===== src/rtl/fpu16_req_ctrl_if.sv =====
// Command/response handshake bundle between an issuer and fpu16_req_ctrl.
// The master side issues commands and consumes responses; the slave side is the controller.
interface fpu16_req_ctrl_if #(
  parameter int TAG_W = 4
) ();
  logic             cmd_valid;
  logic             cmd_ready;
  logic [1:0]       cmd_op;
  logic [15:0]      cmd_a;
  logic [15:0]      cmd_b;
  logic [TAG_W-1:0] cmd_tag;

  logic             rsp_valid;
  logic             rsp_ready;
  logic [15:0]      rsp_result;
  logic [3:0]       rsp_cond;
  logic [4:0]       rsp_flags;
  logic [2:0]       rsp_comps;
  logic [TAG_W-1:0] rsp_tag;
  logic             rsp_timeout;

  modport master (
    output cmd_valid, cmd_op, cmd_a, cmd_b, cmd_tag, rsp_ready,
    input  cmd_ready, rsp_valid, rsp_result, rsp_cond, rsp_flags, rsp_comps,
           rsp_tag, rsp_timeout
  );

  modport slave (
    input  cmd_valid, cmd_op, cmd_a, cmd_b, cmd_tag, rsp_ready,
    output cmd_ready, rsp_valid, rsp_result, rsp_cond, rsp_flags, rsp_comps,
           rsp_tag, rsp_timeout
  );
endinterface


===== src/rtl/fpu16_req_ctrl.sv =====
// Request-side controller for fpu16: takes one command, drives the FPU, waits for
// multi-cycle ops (with a timeout) and hands the captured results back.
`ifndef FP16_NAN
`define FP16_NAN 16'h7E00
`endif

module fpu16_req_ctrl #(
  parameter int TAG_W          = 4,
  parameter int TIMEOUT_CYCLES = 64
) (
  input  logic                   clock,
  input  logic                   reset,
  fpu16_req_ctrl_if.slave        bus,
  output logic [15:0]            fpuIn1,
  output logic [15:0]            fpuIn2,
  output logic [1:0]             op,
  output logic                   start,
  input  logic [15:0]            fpuOut,
  input  logic                   mulDone,
  input  logic                   divDone,
  input  logic [3:0]             condCodes,
  input  logic [4:0]             statusFlags,
  input  logic [2:0]             comps,
  output logic                   busy
);

  typedef enum logic [1:0] {
    FPU_ADD = 2'd0,
    FPU_SUB = 2'd1,
    FPU_MUL = 2'd2,
    FPU_DIV = 2'd3
  } fpuOp_t;

  typedef enum logic [1:0] {
    IDLE  = 2'd0,
    ISSUE = 2'd1,
    WAIT  = 2'd2,
    RESP  = 2'd3
  } ctrlState_t;

  localparam int CNT_W = (TIMEOUT_CYCLES > 2) ? $clog2(TIMEOUT_CYCLES) : 1;

  ctrlState_t       state, nextState;
  fpuOp_t           opReg;
  logic [15:0]      aReg, bReg;
  logic [TAG_W-1:0] tagReg;
  logic [CNT_W-1:0] waitCnt;
  logic [15:0]      resultReg;
  logic [3:0]       condReg;
  logic [4:0]       flagsReg;
  logic [2:0]       compsReg;
  logic             timeoutReg;

  logic isLong, opDone, timeoutHit, accept;

  // Only the done line belonging to the registered op matters; the other is ignored.
  assign isLong     = (opReg == FPU_MUL) || (opReg == FPU_DIV);
  assign opDone     = (opReg == FPU_MUL) ? mulDone : divDone;
  assign timeoutHit = (waitCnt == CNT_W'(TIMEOUT_CYCLES - 2));
  assign accept     = (state == IDLE) && bus.cmd_valid;

  always_ff @(posedge clock) begin
    if (reset) state <= IDLE;
    else       state <= nextState;
  end

  always_comb begin
    nextState = state;
    unique case (state)
      IDLE:  if (bus.cmd_valid) nextState = ISSUE;
      ISSUE: nextState = isLong ? WAIT : RESP;
      WAIT:  if (opDone || timeoutHit) nextState = RESP;
      RESP:  if (bus.rsp_ready) nextState = IDLE;
      default: nextState = IDLE;
    endcase
  end

  always_ff @(posedge clock) begin
    if (reset) begin
      opReg      <= FPU_ADD;
      aReg       <= '0;
      bReg       <= '0;
      tagReg     <= '0;
      waitCnt    <= '0;
      resultReg  <= '0;
      condReg    <= '0;
      flagsReg   <= '0;
      compsReg   <= '0;
      timeoutReg <= 1'b0;
    end else begin
      if (accept) begin
        opReg  <= fpuOp_t'(bus.cmd_op);
        aReg   <= bus.cmd_a;
        bReg   <= bus.cmd_b;
        tagReg <= bus.cmd_tag;
      end

      if (state == ISSUE)
        waitCnt <= '0;
      else if ((state == WAIT) && !opDone)
        waitCnt <= waitCnt + 1'b1;

      // A done in the final wait cycle wins over the timeout abort.
      if (((state == ISSUE) && !isLong) || ((state == WAIT) && opDone)) begin
        resultReg  <= fpuOut;
        condReg    <= condCodes;
        flagsReg   <= statusFlags;
        compsReg   <= comps;
        timeoutReg <= 1'b0;
      end else if ((state == WAIT) && timeoutHit) begin
        resultReg  <= `FP16_NAN;
        condReg    <= '0;
        flagsReg   <= 5'b10000;
        compsReg   <= comps;
        timeoutReg <= 1'b1;
      end
    end
  end

  always_comb begin
    bus.cmd_ready   = (state == IDLE);
    bus.rsp_valid   = (state == RESP);
    busy            = (state != IDLE);
    start           = (state == ISSUE) && isLong;
    fpuIn1          = aReg;
    fpuIn2          = bReg;
    op              = opReg;
    bus.rsp_result  = resultReg;
    bus.rsp_cond    = condReg;
    bus.rsp_flags   = flagsReg;
    bus.rsp_comps   = compsReg;
    bus.rsp_tag     = tagReg;
    bus.rsp_timeout = timeoutReg;
  end

endmodule


===== src/flat_wrapper.sv =====
// flat-port wrapper written by rule: the top's interface ports become plain ports
module fpu16_req_ctrl_flat 
#(
  parameter int TAG_W          = 4,
  parameter int TIMEOUT_CYCLES = 64
)
  (clock, reset, fpuIn1, fpuIn2, op, start, fpuOut, mulDone, divDone, condCodes, statusFlags, comps, busy, bus_cmd_valid, bus_cmd_op, bus_cmd_a, bus_cmd_b, bus_cmd_tag, bus_rsp_ready, bus_cmd_ready, bus_rsp_valid, bus_rsp_result, bus_rsp_cond, bus_rsp_flags, bus_rsp_comps, bus_rsp_tag, bus_rsp_timeout);
  fpu16_req_ctrl_if #(.TAG_W(TAG_W)) bus_i ();
  input  logic clock;
  input  logic reset;
  output logic [15:0] fpuIn1;
  output logic [15:0] fpuIn2;
  output logic [1:0] op;
  output logic start;
  input  logic [15:0] fpuOut;
  input  logic mulDone;
  input  logic divDone;
  input  logic [3:0] condCodes;
  input  logic [4:0] statusFlags;
  input  logic [2:0] comps;
  output logic busy;
  input wire logic [$bits(bus_i.cmd_valid)-1:0] bus_cmd_valid;
  input wire logic [$bits(bus_i.cmd_op)-1:0] bus_cmd_op;
  input wire logic [$bits(bus_i.cmd_a)-1:0] bus_cmd_a;
  input wire logic [$bits(bus_i.cmd_b)-1:0] bus_cmd_b;
  input wire logic [$bits(bus_i.cmd_tag)-1:0] bus_cmd_tag;
  input wire logic [$bits(bus_i.rsp_ready)-1:0] bus_rsp_ready;
  output wire logic [$bits(bus_i.cmd_ready)-1:0] bus_cmd_ready;
  output wire logic [$bits(bus_i.rsp_valid)-1:0] bus_rsp_valid;
  output wire logic [$bits(bus_i.rsp_result)-1:0] bus_rsp_result;
  output wire logic [$bits(bus_i.rsp_cond)-1:0] bus_rsp_cond;
  output wire logic [$bits(bus_i.rsp_flags)-1:0] bus_rsp_flags;
  output wire logic [$bits(bus_i.rsp_comps)-1:0] bus_rsp_comps;
  output wire logic [$bits(bus_i.rsp_tag)-1:0] bus_rsp_tag;
  output wire logic [$bits(bus_i.rsp_timeout)-1:0] bus_rsp_timeout;
  assign bus_i.cmd_valid = bus_cmd_valid;
  assign bus_i.cmd_op = bus_cmd_op;
  assign bus_i.cmd_a = bus_cmd_a;
  assign bus_i.cmd_b = bus_cmd_b;
  assign bus_i.cmd_tag = bus_cmd_tag;
  assign bus_i.rsp_ready = bus_rsp_ready;
  assign bus_cmd_ready = bus_i.cmd_ready;
  assign bus_rsp_valid = bus_i.rsp_valid;
  assign bus_rsp_result = bus_i.rsp_result;
  assign bus_rsp_cond = bus_i.rsp_cond;
  assign bus_rsp_flags = bus_i.rsp_flags;
  assign bus_rsp_comps = bus_i.rsp_comps;
  assign bus_rsp_tag = bus_i.rsp_tag;
  assign bus_rsp_timeout = bus_i.rsp_timeout;
  fpu16_req_ctrl #(.TAG_W(TAG_W), .TIMEOUT_CYCLES(TIMEOUT_CYCLES)) u_core (.clock(clock), .reset(reset), .bus(bus_i), .fpuIn1(fpuIn1), .fpuIn2(fpuIn2), .op(op), .start(start), .fpuOut(fpuOut), .mulDone(mulDone), .divDone(divDone), .condCodes(condCodes), .statusFlags(statusFlags), .comps(comps), .busy(busy));
endmodule

===== config.mk =====
export PLATFORM = sky130hd
export DESIGN_NAME = fpu16_req_ctrl_flat
export DESIGN_NICKNAME = d
export VERILOG_FILES = /design/src/rtl/fpu16_req_ctrl_if.sv /design/src/rtl/fpu16_req_ctrl.sv /design/src/flat_wrapper.sv
export SDC_FILE = /design/constraint.sdc
export NUM_CORES = 1
export LEC_CHECK = 0
export CORE_MARGIN = 5
export CORE_UTILIZATION = 30
export CTS_CLUSTER_DIAMETER = 150
export DETAILED_ROUTE_END_ITERATION = 6
export GPL_TIMING_DRIVEN = 0
export MAX_ROUTING_LAYER = met4
export PLACE_DENSITY = 0.6
export SYNTH_ARGS = -nofsm -noshare
export SYNTH_HDL_FRONTEND = slang
export SYNTH_SLANG_ARGS = --single-unit

===== constraint.sdc =====
create_clock -name clock -period 1.85 [get_ports clock]
set_input_delay 0.185 -clock clock [delete_from_list [all_inputs] [get_ports clock]]
set_output_delay 0.185 -clock clock [all_outputs]
set_load 0.05 [all_outputs]

Yosys cells after proc, flatten, opt, wreduce, memory -nomap -nowiden
Cells that the tools add are included.
- $add $sub $neg: 1
- equality and inequality tests: 9
- mux-type cells: 14
- reduce and logical (&&, ||, !) cells: 17
- operators by type and width (operator ; count):
    16-bit two-way mux ; 2
    5-bit two-way mux ; 2
    2-bit equality test (second input constant) ; 4
    4-bit two-way mux ; 2
    2-bit one-hot mux with 4 select lines ; 1
    6-bit by 1-bit adder with 6-bit output (second input constant) ; 1
    6-bit equality test (second input constant) ; 1
    1-bit logical AND ; 6
    2-bit two-way mux ; 3
    3-bit two-way mux ; 2
    2-bit inequality test (second input constant) ; 2
    2-bit nonzero test ; 2
    2-bit OR reduction ; 2
    1-bit logical OR ; 3
    3-bit AND reduction ; 1
    2-bit by 1-bit equality test with 1-bit output (second input constant) ; 1
    1-bit zero test ; 2
    2-bit zero test ; 1
    1-bit two-way mux ; 2
    2-bit by 1-bit inequality test with 1-bit output (second input constant) ; 1
- register bits after elaboration: 75
- input port bits: 72
- output and inout bits: 71
- word-level logic and storage cells: 52

Depth between registers and ports, before layout
Gate-level depths: netlist of the first run.
- depth after elaboration: 6
- gate-level depth with buffers: 8

Worst setup path before layout of the first run
Ideal clock, no wire load.
- path type: register -> register
- start point: register u_core.state[0]
- end point: register u_core.state[0]
- library setup time: 72 ps
- arrival time: 1817 ps
- data required time: 1778 ps
- slack: -39 ps
- cell stages (with the launch flop): 7
- period minus slack after synthesis: 1889 ps
- path through: dfxtp_1 > inv_1 > ha_1 > inv_1 > o22ai_1 > a21oi_1 > mux2i_1
- longest elaborated chain between the ends: 3
- ends and longest elaborated chain (item ; line ; text):
    start, declared ; fpu16_req_ctrl.sv:43 ; ctrlState_t state, nextState;
    start signal, assigned ; fpu16_req_ctrl.sv:64 ; else state <= nextState;
    2-bit zero test * ; -- ;
    net bus_cmd_ready ; flat_wrapper.sv:28 ; output wire logic [$bits(bus_i.cmd_ready)-1:0] bus_cmd_ready;
    2-bit inequality test (no source line) ; -- ;
    3-bit AND reduction (no source line) ; -- ;
Mark *: on every way through the listed nets, which the timed path passes. The rest lies on a longest branch.
A chain may end at the register's enable or synchronous reset.

Worst setup path in the final report of the first run
- start point: register u_core.state[0]
- end point: output port bus_cmd_ready
- longest elaborated chain between the ends: 1
- ends and longest elaborated chain (item ; line ; text):
    2-bit zero test ; fpu16_req_ctrl.sv:121 ; bus.cmd_ready = (state == IDLE);
    end, declared ; flat_wrapper.sv:28 ;
No other way between the ends.

==> results of run 1 <==
## cells in the final DEF (no fill, tap or decap), types with 2 or more instances in the layout
master / synthesis / layout
a21oi_1: 44 / 43
a21oi_2: 18 / 18
buf_2: 2 / 3
buf_6: 3 / 3
bufinv_16: 0 / 3
clkbuf_1: 15 / 10
clkbuf_2: 0 / 7
clkbuf_8: 0 / 10
clkdlybuf4s50_1: 0 / 137
dfxtp_1: 75 / 73
dfxtp_2: 0 / 2
dlygate4sd2_1: 0 / 3
ha_1: 7 / 4
ha_2: 0 / 3
inv_1: 6 / 5
mux2i_1: 4 / 4
nand2_1: 87 / 87
nand2_2: 11 / 11
nand2b_1: 3 / 3
nand3_1: 25 / 25
nand3b_1: 2 / 2
nand4_1: 2 / 2
nor2_1: 6 / 6
nor2_2: 6 / 6
nor3_1: 8 / 8
nor3_2: 6 / 6
o21ai_0: 4 / 4
or3_1: 2 / 2
xnor2_1: 2 / 2
## worst max-delay path by stage
| stage | start | endpoint | slack [ns] | cells after the start |
|---|---|---|---|---|
| after global placement | reset | u_core.fpuIn1[0] | -0.18 | 4 |
| after floorplan | u_core.op[1] | u_core.bus.rsp_comps[2] | 0.07 | 6 |
| after detailed placement | u_core.state[0] | u_core.fpuIn1[7] | -0.18 | 7 |
| after global routing | u_core.state[0] | bus_cmd_ready | 0.0009 | 3 |
| final | u_core.state[0] | bus_cmd_ready | 0.07 | 3 |
| after CTS | u_core.state[1] | u_core.bus.rsp_result[3] | 0.009 | 7 |
## stage by stage
step | hold slack (ns) | area, um^2 | instances
floorplan | 0.312 | 3110 | 358
global placement | 0.443 | 4700 | 636
detailed placement | 0.447 | 4700 | 636
CTS | 0.369 | 4950 | 651
global route | 0.376 | 4990 | 651
finish | 0.381 | 4990 | 651
## worst min-delay path, cell delays in order
cell,delay [ns]
clkdlybuf4s50_1,0.40
nand2_1,0.05
a21oi_1,0.05
## power groups by stage
stage	Clock, mW	Combinational (mW)	Sequential [mW]
6_report	1.53	3.77	2.23
5_1_grt	1.65	4.02	2.29
4_1_cts	1.57	3.76	2.23
3_5_place_dp	0	3.75	2.26
3_3_place_gp	0	3.72	2.25
2_1_floorplan	0	1.26	3.49
## layout make-up
cell class / count / area share (%)
Buffer: 24 / 2.79
Inverter: 6 / 0.527
Sequential cell: 75 / 30.2
Clock buffer: 11 / 2.84
Timing Repair Buffer: 142 / 28.4
Multi-Input combinational cell: 253 / 29.9
Clock inverter: 4 / 1.98
Tap cell: 136 / 3.41
## repair_timing
action	CTS	global route
hold buffers	0	0
gates cloned	0	0
endpoints found under the setup margin	54	41
gates resized for setup	17	13
## kinds of logic (layout without fill, tap and decap cells)
family | Yosys count | in the layout | share of synthesized area, %
xor gates and xnor gates | 2 | 2 | 0.565
AOI/OAI and AO/OA | 75 | 75 | 16.4
muxes | 4 | 4 | 1.29
and+or+nand+nor | 165 | 165 | 25.8
DFF | 75 | 75 | 48.4
buffers and inverters | 30 | 187 | 4.68
adders and majority gates | 7 | 7 | 2.82
## metal layers
layer / global-route usage, % / vias to the layer above / wire length, um
met2: 26.0 / 65 / 4760
met5: - / - / 0
met4: 4.46 / 0 / 131
met1: 19.4 / 1370 / 4270
li1: - / 1505 / -
met3: 4.18 / 14 / 372
## sequential cells by signal (all words and copies together), names as in the netlist
| signal | cells |
|---|---|
| u_core.bus.rsp_tag | 4 |
| u_core.waitCnt | 6 |
| u_core.bus.rsp_timeout | 1 |
| u_core.bus.rsp_cond | 4 |
| u_core.fpuIn1 | 16 |
| u_core.op | 2 |
| u_core.state | 2 |
| u_core.bus.rsp_flags | 5 |
| u_core.fpuIn2 | 16 |
| u_core.bus.rsp_comps | 3 |
| u_core.bus.rsp_result | 16 |
==> metrics.txt, run 1 <==
# TYPE chip_impl_metric gauge
chip_impl_info{name="outcome",value="finished clean"} 1
chip_impl_metric{name="number_of_distinct_standard_cells_referenced_by_the_synthesized_netlist",unit=""} 41
chip_impl_info{name="timing.hold.worst.class",value="in -> reg"} 1
chip_impl_metric{name="vias",unit=""} 2954
chip_impl_metric{name="via_count_of_the_first_global_routing_pass",unit=""} 2943
chip_impl_metric{name="total_global_route_track_usage",unit="%"} 15.9
chip_impl_info{name="path_cells",value="inv_1 -> ha_2 -> dlygate4sd2_1"} 1
chip_impl_info{name="synthMostInstantiatedCell",value="nand2_1"} 1
chip_impl_metric{name="comb_power_share",unit="%"} 50.1
chip_impl_metric{name="synth.net_count",unit=""} 437
chip_impl_metric{name="avg_wl_per_cell",unit="um"} 14.6
chip_impl_metric{name="sequentialPowerShare",unit="%"} 29.6
chip_impl_metric{name="route.antenna.remaining_nets",unit=""} 0
chip_impl_info{name="worst_path_max_delay_cell",value="dlygate4sd2_1"} 1
chip_impl_metric{name="final-hold-violation-count",unit=""} 0
chip_impl_metric{name="cts.clk_slew.worst_paths",unit="ns"} 0.08
chip_impl_metric{name="max_slew.worst_pin.slew",unit="ns"} 0.702
chip_impl_metric{name="area_growth_syn_to_layout",unit="%"} 60.8
chip_impl_metric{name="dr.first_iter.drc_count",unit=""} 85
chip_impl_info{name="grt_setup_unrepaired",value="no"} 1
chip_impl_metric{name="finalSetupViolCount",unit=""} 0
chip_impl_metric{name="drt_wl_total",unit="um"} 9530
chip_impl_metric{name="fraction_of_layout_cells_with_a_size_suffix_above_1",unit="%"} 16.7
chip_impl_metric{name="final_period_utilization",unit="%"} 96.0
chip_impl_metric{name="postLayoutCoreUtil",unit="%"} 49.0
chip_impl_metric{name="fraction_of_registers_with_async_set_reset",unit="%"} 0
chip_impl_info{name="synth_area_leaders",value="dfxtp_1 (48%), nand2_1 (11%), a21oi_1 (7.1%), a21oi_2 (5.1%), nand3_1 (4.0%)"} 1
chip_impl_metric{name="worst_ep_arrival_time",unit="ns"} 1.59
chip_impl_metric{name="detailed_place_hpwl",unit="um"} 7300
chip_impl_metric{name="p_clk_share",unit="%"} 20.3
chip_impl_metric{name="critical_path.max_stage_delay",unit="ns"} 0.55
chip_impl_metric{name="placement.setup.worst_slack",unit="ns"} -0.185
chip_impl_metric{name="insertion_delay",unit="ns"} 0.34
chip_impl_metric{name="switching_power",unit="mW"} 3.29
chip_impl_metric{name="cts_htree_levels",unit=""} 3
chip_impl_metric{name="totalNegativeSetupSlack",unit="ns"} 0
chip_impl_metric{name="hold-path-cell-count",unit=""} 3
chip_impl_metric{name="netSwitchingFraction",unit="%"} 43.7
chip_impl_metric{name="numClockSinks",unit=""} 75
chip_impl_metric{name="antenna_found_initial",unit=""} 0
chip_impl_metric{name="postSynthCellCount",unit=""} 358
chip_impl_metric{name="synth_sequential_area_ratio",unit="%"} 48.4
chip_impl_metric{name="clock_path_buffers",unit=""} 2
chip_impl_info{name="critical_path.startpoint_type",value="flop"} 1
chip_impl_metric{name="synth_largest_type_area_fraction",unit="%"} 48.4
chip_impl_info{name="worstReg2RegStart",value="u_core.state[0]"} 1
chip_impl_metric{name="crit_required",unit="ns"} 1.66
chip_impl_metric{name="core.rowCount",unit=""} 37
chip_impl_metric{name="antenna_cells",unit=""} 0
chip_impl_info{name="cts_tree",value="done"} 1
chip_impl_info{name="min-delay-start",value="bus_cmd_b[2]"} 1
chip_impl_metric{name="die_width",unit="um"} 112
chip_impl_metric{name="die_y",unit="um"} 112
chip_impl_metric{name="synth.ff_latch_count",unit=""} 75
chip_impl_metric{name="path_max_fanout",unit=""} 6
chip_impl_metric{name="number_of_enable_flip_flop_cells_after_synthesis",unit=""} 0
chip_impl_metric{name="fin_crit",unit="ns"} 1.78
chip_impl_info{name="path_class",value="reg -> out"} 1
chip_impl_metric{name="design.portCount",unit=""} 143
chip_impl_info{name="regToRegEndpoint",value="u_core.bus.rsp_comps[1]"} 1
chip_impl_metric{name="cellPowerDensity",unit="nW/um^2"} 1510
chip_impl_metric{name="postSynthAreaPerCell",unit="um^2"} 8.66
chip_impl_metric{name="fin_skew",unit="ns"} 0.0109
chip_impl_metric{name="seqCellArea",unit="um^2"} 1500
chip_impl_metric{name="design.core.area",unit="um^2"} 10200
chip_impl_metric{name="drc_errors",unit=""} 0
chip_impl_metric{name="layout.filler_cells",unit=""} 1036
chip_impl_info{name="critPathTopFamily",value="buffers and inverters"} 1
chip_impl_metric{name="max_freq",unit="GHz"} 0.563
chip_impl_metric{name="die-area",unit="um^2"} 12500
chip_impl_metric{name="drtPass1Iterations",unit=""} 6
chip_impl_metric{name="cell_internal_pwr",unit="mW"} 4.24
chip_impl_metric{name="netlist_area",unit="um^2"} 3100
chip_impl_metric{name="ys_warn_count",unit=""} 0
chip_impl_metric{name="total_power",unit="mW"} 7.53
chip_impl_metric{name="worst_r2r_path_depth",unit=""} 8
chip_impl_info{name="cp-end-kind",value="output pin"} 1
chip_impl_metric{name="multi_input_comb_area",unit="um^2"} 1490
chip_impl_metric{name="final_net_count",unit=""} 590
chip_impl_metric{name="maximum_number_of_pins_on_one_net_before_global_route_repair",unit=""} 13
chip_impl_metric{name="cellLeakagePower",unit="nW"} 1.79
chip_impl_metric{name="io_buffers",unit=""} 142
chip_impl_metric{name="max_slew_margin",unit="%"} 53.2
chip_impl_metric{name="ir_drop",unit="uV"} 755
chip_impl_metric{name="drt-vias-per-instance",unit=""} 4.54
chip_impl_info{name="synth_flop_cell",value="dfxtp_1"} 1
chip_impl_metric{name="global_route_wire_length_before_repair",unit="um"} 15600
chip_impl_info{name="clockRootBuffer",value="clkbuf_8"} 1
chip_impl_metric{name="place.gp.congestion",unit=""} 0.789
chip_impl_metric{name="reg2reg_setup_slack",unit="ns"} 0.10
chip_impl_info{name="synth_top_cell_by_area",value="dfxtp_1"} 1
chip_impl_metric{name="grt_remaining_overflow",unit=""} 0
chip_impl_metric{name="slew_viol_final",unit=""} 0
chip_impl_metric{name="drv.max_cap_violation_count",unit=""} 0
chip_impl_metric{name="cts.repair_timing.setup_buffer_count",unit=""} 0
chip_impl_info{name="min_delay_worst_endpoint",value="u_core.fpuIn2[2]"} 1
chip_impl_metric{name="cp.buffers_inverters",unit=""} 2
chip_impl_info{name="commonest_cells_in_the_synthesized_netlist",value="nand2_1 (87), dfxtp_1 (75), a21oi_1 (44)"} 1
chip_impl_metric{name="initial_utilization",unit="%"} 30.4
chip_impl_metric{name="postLayoutSetupSlackWorst",unit="ns"} 0.0734
chip_impl_metric{name="cts_buffers",unit=""} 9
Note: power is estimated with default switching activity, not from simulation.
==> inputs of run 2 (changes only) <==
--- a/config.mk
+++ b/config.mk
@@ -12,6 +12,7 @@
 export GPL_TIMING_DRIVEN = 0
 export MAX_ROUTING_LAYER = met4
 export PLACE_DENSITY = 0.6
+export SKIP_CTS_REPAIR_TIMING = 1
 export SYNTH_ARGS = -nofsm -noshare
 export SYNTH_HDL_FRONTEND = slang
 export SYNTH_SLANG_ARGS = --single-unit
==> metrics.txt, run 2 (synthesis gave the netlist of run 1 again) <==
# TYPE chip_impl_metric gauge
chip_impl_metric{name="drt-met1-wl",unit="um"} 4270
chip_impl_metric{name="fraction_of_layout_cells_with_a_size_suffix_above_1",unit="%"} 16.7
chip_impl_metric{name="path_max_fanout",unit=""} 10
chip_impl_metric{name="critical_path.max_stage_delay",unit="ns"} 0.36
chip_impl_metric{name="hold_ws",unit="ns"} 0.382
chip_impl_info{name="cts_tree",value="done"} 1
chip_impl_metric{name="vias",unit=""} 2956
chip_impl_metric{name="final_period_utilization",unit="%"} 96.0
chip_impl_metric{name="route.antenna.remaining_nets",unit=""} 0
chip_impl_metric{name="finalSetupViolCount",unit=""} 0
chip_impl_metric{name="dr_wl_met3",unit="um"} 359
chip_impl_info{name="grt_setup_unrepaired",value="yes"} 1
chip_impl_metric{name="numClockSinks",unit=""} 75
chip_impl_metric{name="placed_instance_count",unit=""} 636
chip_impl_info{name="min-delay-start",value="bus_cmd_b[2]"} 1
chip_impl_metric{name="cts.clk_slew.worst_paths",unit="ns"} 0.08
chip_impl_metric{name="antenna_cells",unit=""} 0
chip_impl_metric{name="io_buffers",unit=""} 142
chip_impl_metric{name="cp.buffers_inverters",unit=""} 3
chip_impl_metric{name="grt_remaining_overflow",unit=""} 0
chip_impl_metric{name="design.portCount",unit=""} 143
chip_impl_metric{name="avg_wl_per_cell",unit="um"} 14.7
chip_impl_metric{name="detailed_place_hpwl",unit="um"} 7300
chip_impl_info{name="most_frequent_cells_in_the_layout",value="clkdlybuf4s50_1 (137), nand2_1 (87), dfxtp_1 (73)"} 1
chip_impl_metric{name="drtPass1Iterations",unit=""} 7
chip_impl_info{name="timing.hold.worst.class",value="in -> reg"} 1
chip_impl_metric{name="max_slew.worst_pin.slew",unit="ns"} 0.705
chip_impl_metric{name="drt_wl_total",unit="um"} 9560
chip_impl_metric{name="worst_ep_arrival_time",unit="ns"} 1.98
chip_impl_metric{name="global_route_wire_length_before_repair",unit="um"} 15500
chip_impl_info{name="regToRegEndpoint",value="u_core.bus.rsp_comps[1]"} 1
chip_impl_info{name="path_class",value="reg -> reg"} 1
chip_impl_metric{name="hold-path-cell-count",unit=""} 3
chip_impl_metric{name="core.rowCount",unit=""} 37
chip_impl_metric{name="fin_skew",unit="ns"} 0.0102
chip_impl_metric{name="worst_r2r_path_depth",unit=""} 8
chip_impl_metric{name="ir_drop",unit="uV"} 753
chip_impl_metric{name="cellLeakagePower",unit="nW"} 1.82
chip_impl_metric{name="max_freq",unit="GHz"} 0.563
chip_impl_metric{name="finish.cell_count_without_fillers",unit=""} 651
chip_impl_metric{name="maximum_number_of_pins_on_one_net_before_global_route_repair",unit=""} 13
chip_impl_metric{name="totalNegativeSetupSlack",unit="ns"} 0
chip_impl_info{name="top_layer_used",value="met4"} 1
chip_impl_metric{name="final_net_count",unit=""} 590
chip_impl_info{name="cp-end-kind",value="flop"} 1
chip_impl_metric{name="insertion_delay",unit="ns"} 0.34
chip_impl_metric{name="slew_viol_final",unit=""} 0
chip_impl_metric{name="die_y",unit="um"} 112
chip_impl_metric{name="drc_errors",unit=""} 0
chip_impl_info{name="worst_path_max_delay_cell",value="dfxtp_4"} 1
chip_impl_metric{name="cts_buffers",unit=""} 9
chip_impl_metric{name="drt-vias-per-instance",unit=""} 4.54
chip_impl_metric{name="drv.max_cap_violation_count",unit=""} 0
chip_impl_metric{name="reg2reg_setup_slack",unit="ns"} 0.07
chip_impl_metric{name="die_width",unit="um"} 112
chip_impl_metric{name="die-area",unit="um^2"} 12500
chip_impl_metric{name="max_slew_margin",unit="%"} 53.0
chip_impl_metric{name="place.gp.congestion",unit=""} 0.789
chip_impl_metric{name="initial_utilization",unit="%"} 30.4
chip_impl_metric{name="antenna_found_initial",unit=""} 0
chip_impl_info{name="worstReg2RegStart",value="u_core.state[0]"} 1
chip_impl_metric{name="via_count_of_the_first_global_routing_pass",unit=""} 2943
chip_impl_metric{name="crit_required",unit="ns"} 2.05
chip_impl_metric{name="final-hold-violation-count",unit=""} 0
chip_impl_info{name="min_delay_worst_endpoint",value="u_core.fpuIn2[2]"} 1
chip_impl_metric{name="area_growth_syn_to_layout",unit="%"} 60.8
chip_impl_metric{name="total_global_route_track_usage",unit="%"} 15.9
chip_impl_info{name="path_cells",value="inv_1 -> ha_2 -> nand2_1 -> o221a_2 -> buf_6 -> buf_8 -> nand3_1 -> a21oi_1"} 1
chip_impl_metric{name="dr.first_iter.drc_count",unit=""} 82
chip_impl_info{name="critPathTopFamily",value="buffers and inverters"} 1
chip_impl_metric{name="cellPowerDensity",unit="nW/um^2"} 1510
chip_impl_info{name="outcome",value="finished clean"} 1
chip_impl_info{name="critical_path.startpoint_type",value="flop"} 1
chip_impl_metric{name="met2RoutedLength",unit="um"} 4820
chip_impl_metric{name="design.core.area",unit="um^2"} 10200
chip_impl_info{name="layout_commonest_cell",value="clkdlybuf4s50_1"} 1
chip_impl_metric{name="fin_crit",unit="ns"} 1.78
chip_impl_metric{name="clock_path_buffers",unit=""} 2
chip_impl_metric{name="cts_htree_levels",unit=""} 3
chip_impl_info{name="clockRootBuffer",value="clkbuf_8"} 1
[run 2: changes by cell type in the layout (fill, tap and decap cells not counted)]
cell | before | now
o221a_2 | 0 | 1
dlygate4sd2_1 | 3 | 0
dfxtp_4 | 0 | 1
buf_2 | 3 | 4
o221a_4 | 1 | 0
dlymetal6s2s_1 | 0 | 3
dfxtp_2 | 2 | 1
clkdlybuf4s15_2 | 1 | 0
[run 2: worst register-to-register path, stage by stage (launching register included)]
cell and delay [ns]:
dfxtp_4 0.36, inv_1 0.10, ha_2 0.27, nand2_1 0.13, o221a_2 0.33, buf_6 0.16, buf_8 0.15, nand3_1 0.08
a21oi_1 0.06
[run 2: cell type report]
cell class	instances	area (um^2)
well taps	136	170
clock buffers	11	141
clock inverters	4	98.8
multi-input cells	253	1480
fillers	1032	5200
inverters	6	26.3
plain buffers	24	139
flip-flops and latches	75	1510
repair buffers	142	1420
[run 2: metrics by stage]
step,utilization (%),instance area [um^2],worst slack [ns],power [mW]
floorplan,-,3110,0.0724,4.75
global placement,46.1,4700,-0.179,5.97
detailed placement,46.1,4700,-0.185,6.01
CTS,48.5,4940,-0.447,7.56
global route,48.9,4980,-0.0203,7.95
finish,48.9,4980,0.0742,7.52
[run 2: routing by layer]
layer / GRT usage [%] / up-vias
li1: - / 1501
met1: 19.3 / 1378
met2: 25.9 / 67
met3: 4.18 / 10
met4: 4.46 / 0
met5: - / -
[run 2: worst max path at each step]
stage,from,endpoint,cells past startpoint
after detailed placement,u_core.state[0],u_core.fpuIn1[7],7
after CTS,u_core.state[1],start,4
after global placement,reset,u_core.fpuIn1[0],4
final,u_core.state[0],u_core.bus.rsp_comps[1],8
after global routing,u_core.state[0],u_core.bus.rsp_comps[1],8
after floorplan,u_core.op[1],u_core.bus.rsp_comps[2],6
[run 2: power breakdown]
part | internal, mW | switching, mW | leakage [nW]
Sequential | 2.00 | 0.230 | 0.615
Clock | 0.929 | 0.592 | 0.120
Combinational | 1.31 | 2.46 | 1.08
Total | 4.24 | 3.28 | 1.82
==> inputs of run 3 (changes only) <==
--- a/config.mk
+++ b/config.mk
@@ -5,13 +5,15 @@
 export SDC_FILE = /design/constraint.sdc
 export NUM_CORES = 1
 export LEC_CHECK = 0
+export CELL_PAD_IN_SITES_DETAIL_PLACEMENT = 1
+export CELL_PAD_IN_SITES_GLOBAL_PLACEMENT = 1
 export CORE_MARGIN = 5
-export CORE_UTILIZATION = 30
+export CORE_UTILIZATION = 29
 export CTS_CLUSTER_DIAMETER = 150
 export DETAILED_ROUTE_END_ITERATION = 6
 export GPL_TIMING_DRIVEN = 0
 export MAX_ROUTING_LAYER = met4
-export PLACE_DENSITY = 0.6
+export PLACE_DENSITY = 0.78
 export SKIP_CTS_REPAIR_TIMING = 1
 export SYNTH_ARGS = -nofsm -noshare
 export SYNTH_HDL_FRONTEND = slang
==> metrics.txt, run 3 (synthesis gave the netlist of run 1 again) <==
# TYPE chip_impl_metric gauge
chip_impl_metric{name="finish.cell_count_without_fillers",unit=""} 652
chip_impl_metric{name="max_slew_margin",unit="%"} 52.5
chip_impl_metric{name="place.gp.congestion",unit=""} 0.763
chip_impl_info{name="critPathTopFamily",value="compound AO/OA/AOI/OAI gates"} 1
chip_impl_metric{name="die_y",unit="um"} 113
chip_impl_metric{name="insertion_delay",unit="ns"} 0.37
chip_impl_metric{name="numClockSinks",unit=""} 75
chip_impl_info{name="cts_tree",value="done"} 1
chip_impl_info{name="timing.hold.worst.class",value="in -> reg"} 1
chip_impl_metric{name="crit_required",unit="ns"} 2.14
chip_impl_metric{name="design.portCount",unit=""} 143
chip_impl_metric{name="design.core.area",unit="um^2"} 10400
chip_impl_info{name="worst_path_max_delay_cell",value="dfxtp_4"} 1
chip_impl_metric{name="max_freq",unit="GHz"} 0.549
chip_impl_metric{name="critical_path.max_stage_delay",unit="ns"} 0.38
chip_impl_metric{name="cts_htree_levels",unit=""} 3
chip_impl_metric{name="core.rowCount",unit=""} 37
chip_impl_metric{name="finalSetupViolCount",unit=""} 0
chip_impl_metric{name="via_count_of_the_first_global_routing_pass",unit=""} 3280
chip_impl_metric{name="initial_utilization",unit="%"} 29.9
chip_impl_metric{name="seqCellArea",unit="um^2"} 1510
chip_impl_metric{name="slew_viol_final",unit=""} 0
chip_impl_metric{name="totalNegativeSetupSlack",unit="ns"} 0
chip_impl_metric{name="die_width",unit="um"} 113
chip_impl_metric{name="dr.first_iter.drc_count",unit=""} 116
chip_impl_metric{name="antenna_cells",unit=""} 0
chip_impl_metric{name="area_growth_syn_to_layout",unit="%"} 58.4
chip_impl_metric{name="layout.filler_cells",unit=""} 1252
chip_impl_metric{name="drt-vias-per-instance",unit=""} 4.70
chip_impl_metric{name="drtPass1Iterations",unit=""} 4
chip_impl_metric{name="cts.clk_slew.worst_paths",unit="ns"} 0.09
chip_impl_metric{name="max_slew.worst_pin.slew",unit="ns"} 0.713
chip_impl_info{name="cp-end-kind",value="flop"} 1
chip_impl_metric{name="fraction_of_layout_cells_with_a_size_suffix_above_1",unit="%"} 17.4
chip_impl_metric{name="final-hold-violation-count",unit=""} 0
chip_impl_metric{name="multi_input_comb_area",unit="um^2"} 1480
chip_impl_metric{name="avg_wl_per_cell",unit="um"} 16.5
chip_impl_metric{name="cellPowerDensity",unit="nW/um^2"} 1460
chip_impl_metric{name="grt_remaining_overflow",unit=""} 0
chip_impl_metric{name="cellLeakagePower",unit="nW"} 1.79
chip_impl_metric{name="global_route_wire_length_before_repair",unit="um"} 17000
chip_impl_info{name="layout_commonest_cell",value="clkdlybuf4s50_1"} 1
chip_impl_metric{name="fin_crit",unit="ns"} 1.82
chip_impl_metric{name="fin_skew",unit="ns"} 0.00591
chip_impl_metric{name="antenna_found_initial",unit=""} 0
chip_impl_metric{name="ir_drop",unit="uV"} 679
chip_impl_metric{name="final_period_utilization",unit="%"} 98.4
chip_impl_metric{name="cp.buffers_inverters",unit=""} 3
chip_impl_metric{name="placed_instance_count",unit=""} 636
chip_impl_info{name="clockRootBuffer",value="clkbuf_8"} 1
chip_impl_metric{name="vias",unit=""} 3063
chip_impl_metric{name="io_buffers",unit=""} 142
chip_impl_metric{name="path_max_fanout",unit=""} 10
chip_impl_info{name="path_cells",value="inv_1 -> ha_2 -> a21oi_2 -> o221a_2 -> buf_6 -> buf_8 -> nand3_1 -> a21oi_1"} 1
chip_impl_metric{name="drv.max_cap_violation_count",unit=""} 0
chip_impl_metric{name="total_global_route_track_usage",unit="%"} 17.3
chip_impl_metric{name="drt_wl_total",unit="um"} 10700
chip_impl_info{name="grt_setup_unrepaired",value="yes"} 1
chip_impl_info{name="path_class",value="reg -> reg"} 1
chip_impl_metric{name="final_net_count",unit=""} 590
chip_impl_metric{name="route.antenna.remaining_nets",unit=""} 0
chip_impl_metric{name="die-area",unit="um^2"} 12900
chip_impl_metric{name="maximum_number_of_pins_on_one_net_before_global_route_repair",unit=""} 14
chip_impl_metric{name="worst_ep_arrival_time",unit="ns"} 2.11
chip_impl_info{name="most_frequent_cells_in_the_layout",value="clkdlybuf4s50_1 (137), nand2_1 (87), dfxtp_1 (72)"} 1
chip_impl_info{name="outcome",value="finished clean"} 1
chip_impl_metric{name="cts_buffers",unit=""} 9
chip_impl_metric{name="clock_path_buffers",unit=""} 2
chip_impl_metric{name="drc_errors",unit=""} 0
chip_impl_info{name="critical_path.startpoint_type",value="flop"} 1
chip_impl_metric{name="detailed_place_hpwl",unit="um"} 8250
## run 3: final timing paths
kind                            slack, ns                      end  cells past startpoint                  start
worst max-delay path                 0.03  u_core.bus.rsp_comps[0]                      8        u_core.state[0]
worst min-delay path                 0.36         u_core.fpuIn2[0]                      3           bus_cmd_b[0]
worst max register to register       0.03  u_core.bus.rsp_comps[0]                      8        u_core.state[0]
worst min register to register       0.46    u_core.bus.rsp_tag[3]                      2  u_core.bus.rsp_tag[3]
## run 3: routing by layer
layer	track usage, %	share of wire [%]	vias up
met1	19.8	42	1448
met4	8.01	3.0	0
met5	-	0	-
met3	4.08	5.1	25
li1	-	-	1508
met2	28.5	50	82
## run 3: stage by stage
stage / worst slack (ns) / power [mW] / utilization [%] / instance area, um^2 / hold WS [ns]
after floorplan: 0.0724 / 4.75 / - / 3110 / 0.312
after global routing: -0.119 / 7.58 / 47.4 / 4910 / 0.354
after global placement: -0.214 / 5.96 / 45.3 / 4700 / 0.442
after detailed placement: -0.262 / 6.06 / 45.3 / 4700 / 0.446
final: 0.0300 / 7.18 / 47.4 / 4910 / 0.363
after CTS: -0.527 / 7.22 / 46.9 / 4870 / 0.349
## run 3: area by class of cell
| cell class | instances | share of cell area (%) |
|---|---|---|
| sequential | 75 | 30.7 |
| multi-input combinational | 253 | 30.1 |
| timing repair buffer | 142 | 28.9 |
| tap | 136 | 3.46 |
| buffer | 24 | 2.95 |
| clock buffer | 9 | 2.52 |
| clock inverter | 7 | 0.891 |
| inverter | 6 | 0.535 |
## run 3: report_power, final
part	total (mW)	leakage [nW]	internal [mW]	switching [mW]
Clock	1.14	0.0852	0.481	0.658
Combinational	3.81	1.09	1.31	2.50
Sequential	2.23	0.616	2.00	0.230
Total	7.18	1.79	3.80	3.38
## run 3: worst register-to-register path, stage by stage (launching register included)
cell and delay (ns):
dfxtp_4 0.38, inv_1 0.09, ha_2 0.23, a21oi_2 0.25
o221a_2 0.27, buf_6 0.16, buf_8 0.15, nand3_1 0.08
a21oi_1 0.13
